<file path="src/rtl/mwc_match.sv">
// Address comparators over the expected table with lowest-index priority.
module mwc_match #(
   parameter int unsigned NUM_CHECKS = 4,
   parameter int unsigned ADDR_W     = 32,
   parameter int unsigned DATA_W     = 32,
   parameter int unsigned IDX_W      = 2
) (
   input  logic [NUM_CHECKS*ADDR_W-1:0] exp_addr,
   input  logic [NUM_CHECKS*DATA_W-1:0] exp_data,
   input  logic [NUM_CHECKS-1:0]        cand,
   input  logic [ADDR_W-1:0]            adr,
   input  logic [DATA_W-1:0]            writedata,
   output logic                         match_valid,
   output logic [IDX_W-1:0]             match_idx,
   output logic                         data_ok
);

   // First candidate entry whose address matches wins; data checked against it only.
   always_comb begin
      match_valid = 1'b0;
      match_idx   = '0;
      data_ok     = 1'b0;
      for (int unsigned i = 0; i < NUM_CHECKS; i++) begin
         if (!match_valid && cand[i] && (exp_addr[i*ADDR_W +: ADDR_W] == adr)) begin
            match_valid = 1'b1;
            match_idx   = IDX_W'(i);
            data_ok     = (exp_data[i*DATA_W +: DATA_W] == writedata);
         end
      end
   end

endmodule

</file>
<file path="config.mk">
export PLATFORM = sky130hd
export DESIGN_NAME = mwc_match
export DESIGN_NICKNAME = d
export VERILOG_FILES = /design/src/rtl/mwc_match.sv
export SDC_FILE = /design/constraint.sdc
export NUM_CORES = 1
export LEC_CHECK = 0
export ABC_AREA = 1
export CAP_MARGIN = 10
export CORE_AREA = 8 8 120 122
export DETAILED_ROUTE_END_ITERATION = 6
export DIE_AREA = 0 0 128 130
export PLACE_DENSITY = 0.85
export SYNTH_ARGS = -nofsm -noshare
export SYNTH_HDL_FRONTEND = slang
export SYNTH_SLANG_ARGS = --single-unit
export TNS_END_PERCENT = 100
</file>
<file path="constraint.sdc">
create_clock -name vclk -period 1.7
set_input_delay 0.17 -clock vclk [all_inputs]
set_output_delay 0.17 -clock vclk [all_outputs]
set_load 0.01 [all_outputs]
</file>
# Word-level counts from Yosys, hierarchy flattened
# Cells that the tools add are included.
[word_totals]
reg_bits = 0
latchBits = 0
ramBits = 0
rom_bits = 0
inputBits = 324
wordCells = 29
n_memories = 0
[op_classes]
addsub = 0
multipliers = 0
n_div = 0
order_cmp = 0
n_eq_ne = 8
shifts = 0
mux = 11
bitwise_logic = 0
n_reduce_logical = 10
[ops]
columns = ["cell", "count"]
rows = [
  ["32-bit == test", 8],
  ["1-bit two-way mux", 9],
  ["1-bit logical AND", 7],
  ["2-bit two-way mux", 2],
  ["1-bit logical NOT", 3],
]

# Longest topological paths before layout
# Gate-level depths: netlist of the first run.
[depth]
word_depth = 15
ltp_mapped = 14
ltp_nobuf = 14

# Worst setup path before layout of the first run
# No wires, ideal clock.
[synth_timing]
path_kind = "in2out"
start = "input adr[16]"
end = "output data_ok"
arrival_time_ns = 1.194
required_ns = 1.530
setup_slack_ns = 0.336
stages = 12
path_buffers = 1
path_cell_list = "buf_2 xnor2_1 nand2_1 nor2_1 nand2_1 nor2_1 inv_2 nor2_4 nor2_2 nand3_1 nand3_2 nand2_2"
[synth_between]
elab_chain_len = 15
elab_cells_between_ends = 21
[synth_rtl]
columns = ["item", "line", "text"]
rows = [
  ["from (decl)", "11", "input logic [ADDR_W-1:0] adr,"],
  ["32-bit == test", "24", "if (!match_valid && cand[i] && (exp_addr[i*ADDR_W +: ADDR_W] == adr)) begin"],
  ["1-bit logical AND", "24", ""],
  ["1-bit two-way mux", "24", ""],
  ["1-bit logical NOT", "24", ""],
  ["1-bit logical AND (2 in a row)", "24", ""],
  ["1-bit two-way mux", "24", ""],
  ["1-bit logical NOT", "24", ""],
  ["1-bit logical AND (2 in a row)", "24", ""],
  ["1-bit two-way mux", "24", ""],
  ["1-bit logical NOT", "24", ""],
  ["1-bit logical AND (2 in a row)", "24", ""],
  ["1-bit two-way mux *", "24", ""],
  ["to (decl)", "15", "output logic data_ok"],
]
# Every way passes the cells marked *; elsewhere a longest branch is shown, timed or not.

# Final worst setup path of the first run
[layout_timing]
start = "input writedata[9]"
end = "output data_ok"
[layout_between]
elab_chain_len = 5
elab_cells_between_ends = 8
[layout_rtl]
columns = ["item", "line", "text"]
rows = [
  ["from (decl)", "12", "input logic [DATA_W-1:0] writedata,"],
  ["32-bit == test", "27", "data_ok = (exp_data[i*DATA_W +: DATA_W] == writedata);"],
  ["1-bit two-way mux (3 in a row)", "24", ""],
  ["1-bit two-way mux *", "24", ""],
]
# Marked as above.

==> results of run 1 <==
cells in the mapped netlist:
| cell | number | share of area [%] |
|---|---|---|
| a21o_1 | 1 | 0.19 |
| a21oi_1 | 2 | 0.25 |
| a22o_1 | 1 | 0.22 |
| and3_1 | 1 | 0.16 |
| buf_2 | 1 | 0.13 |
| buf_6 | 1 | 0.29 |
| clkbuf_1 | 2 | 0.19 |
| clkbuf_2 | 2 | 0.25 |
| inv_1 | 99 | 9.5 |
| inv_2 | 26 | 2.5 |
| nand2_1 | 277 | 26 |
| nand2_2 | 2 | 0.32 |
| nand3_1 | 24 | 3.1 |
| nand3_2 | 8 | 2.0 |
| nand3b_1 | 1 | 0.19 |
| nand4_1 | 14 | 2.2 |
| nor2_1 | 95 | 9.1 |
| nor2_2 | 9 | 1.4 |
| nor2_4 | 3 | 0.86 |
| nor3_1 | 11 | 1.4 |
| nor4_1 | 2 | 0.32 |
| o211ai_1 | 3 | 0.57 |
| o21ai_0 | 31 | 4.0 |
| o21ai_1 | 8 | 1.0 |
| o22ai_1 | 9 | 1.4 |
| or2_0 | 2 | 0.32 |
| or2_1 | 1 | 0.16 |
| or2_2 | 10 | 1.6 |
| xnor2_1 | 83 | 19 |
| xor2_1 | 51 | 11 |
routing by layer:
metal | track usage (%) | up-vias | wire length (um)
li1 | - | 3178 | -
met1 | 24.67 | 2796 | 8220
met2 | 53.11 | 301 | 12530
met3 | 7.915 | 57 | 2246
met4 | 12.03 | 4 | 997
met5 | 0 | - | 23
report_power, final:
group | leakage (nW) | total, W | internal, W | switching (W)
Sequential | 0 | 0 | 0 | 0
Combinational | 4.40 | 0.00185 | 0.000987 | 0.000862
Clock | 0.0000697 | 0.000000000867 | 0.000000000867 | 0
Total | 4.40 | 0.00185 | 0.000987 | 0.000862
cell type report:
type / instances / share of cell area, %
Antenna cell: 11 / 0.3318
Inverter: 125 / 5.927
Multi-Input combinational cell: 649 / 48.41
Tap cell: 172 / 2.594
Timing Repair Buffer: 403 / 42.74
through the flow:
| step | cell area (um^2) | cells | power (W) | TNS, ns |
|---|---|---|---|---|
| after floorplan | 3926 | 780 | 0.0006606 | 0 |
| after global placement | 7834 | 1333 | 0.001817 | -3.900 |
| after detailed placement | 7834 | 1333 | 0.001830 | -3.959 |
| after CTS | 8048 | 1345 | 0.001782 | -0.1573 |
| after global routing | 8292 | 1358 | 0.001998 | -0.5761 |
| final | 8297 | 1360 | 0.001849 | -0.1102 |
final timing paths:
check	end	slack, ns
worst max-delay path	data_ok	-0.09
worst min-delay path	match_valid	0.93
logic make-up after synthesis:
kind of cell | after synthesis | share of synthesized area, %
AO/OA/AOI/OAI | 55 | 7.648
XOR/XNOR | 134 | 29.89
buffers and inverters | 131 | 12.81
AND/OR/NAND/NOR | 460 | 49.65
what timing repair did:
| item | in CTS | in global routing |
|---|---|---|
| endpoints found under the hold margin | 0 | 0 |
| pin swaps | 246 | 129 |
| setup buffers | 12 | 5 |
| endpoints found under the setup margin | 4 | 4 |
| gates resized for setup | 610 | 149 |
==> flow_metrics.py, run 1 <==
metrics = {
    "worst_setup_path": {
        "worstPathArrival_ns": 1.62,
        "worst-path-buf-inv": 2,
        "critPathRequiredTime_ns": 1.53,
        "criticalPathCategory": "input port to output pin",
        "cpLargestDelayFamily": "simple AND/OR/NAND/NOR gates",
        "critPathMaxFanout": 4,
        "crit_path_top_delay_cell": "clkdlybuf4s15_2",
        "crit_cells": 12,
        "start_kind": "input port",
        "crit_path_max_incr_delay_ns": 0.25,
        "end_kind": "output pin",
        "critPathLaunch": "writedata[9]",
        "crit_top_cell": "nand3_2",
        "path_cells": "clkdlybuf4s15_2 -> xor2_1 -> nor2_1 -> nand2_1 -> nor2_1 -> nand2_1 -> nor2_2 -> nand3_2 -> nand3_2 -> nand3_2 -> nand2_2 -> buf_6",
    },
    "logic_synthesis": {
        "synth-seq-area-share_pct": 0,
        "yosysWarnings": 0,
        "synth_fp_nets": 1104,
        "syn_area_per_cell_um2": 5.034,
        "synth_cell_types": 30,
        "syn-cell-area_um2": 3926,
        "postSynthCellCount": 780,
    },
    "drt": {
        "routed_via_density": 4.659,
        "drt_pre_antenna_iters": 5,
        "drt_iter0_markers": 311,
        "ant_nets": 0,
        "wl_per_cell_um": 17.66,
        "vias": 6336,
        "wirelength_mm": 24.02,
        "drc": 0,
    },
    "hold_path": {
        "hold_class": "input port to output pin",
        "min_path_cells": 7,
        "hold_path_startpoint": "adr[10]",
    },
    "final_layout": {
        "postLayoutCoreUtil_pct": 66.83,
        "multi_input_area_um2": 4016,
        "mostFrequentLayoutCells": "250 x nand2_1, 142 x dlygate4sd2_1, 85 x inv_1",
        "n_clock_buffer": 0,
        "final_nets": 1503,
        "seq_cell_count": 0,
        "areaGrowthSynthToFinish_pct": 111.3,
        "final_common_cell": "nand2_1",
        "drive_gt1_share_pct": 29.99,
        "fill_cells": 1181,
        "regArea_um2": 0,
    },
    "placed_design": {
        "gp_congestion": 0.9857,
        "io_buffers": 328,
        "hpwl_mm": 21.48,
        "dp_slack_ns": -1.057,
    },
    "global_routing": {
        "grt_pass1_vias": 6617,
        "track_usage_pct": 26.76,
        "grt_max_degree": 7,
        "antenna_found_initial": 11,
        "overflow": 0,
        "grt_pass1_wl_mm": 34.09,
    },
    "pwr": {
        "p_leak_nw": 4.396,
        "peakVddDrop_v": 0.0001482,
        "power.density_nw_per_um2": 222.9,
    },
    "timing": {
        "whs_ns": 0.9293,
        "rsz0062_at_grt": "yes",
        "fin_ws_ns": -0.08672,
        "finalHoldViolCount": 0,
        "setup_violations": 3,
        "tightest_slew_ns": 0.2959,
        "timing.fmax_mhz": 559.7,
        "min_period_ns": 1.787,
        "timing.final.crit_share_pct": 105.1,
        "finalMaxSlewViolations": 0,
        "max_slew_margin_pct": 80.11,
    },
    "clock_network": {
        "cts-hold-fix-buffers": 0,
    },
    "run_status": {
        "failed_checks": "setup timing",
        "outcome": "complete, but fails checks",
    },
    "flow_run": {
        "drv_cap": 0,
    },
    "die": {
        "dieArea_um2": 16640,
        "ioPinCount": 328,
        "die_w_um": 128,
        "start_util_pct": 31.63,
        "die_y_um": 130,
        "rows": 41,
        "core_area_um2": 12410,
    },
}
Note: power is estimated with default switching activity, not from simulation.
==> run 2, diff against run 1 <==
Settings changed: CAP_MARGIN 10 to not set.
==> results of run 2 <==
Final layout, timing and power as in run 1 (identical DEF).
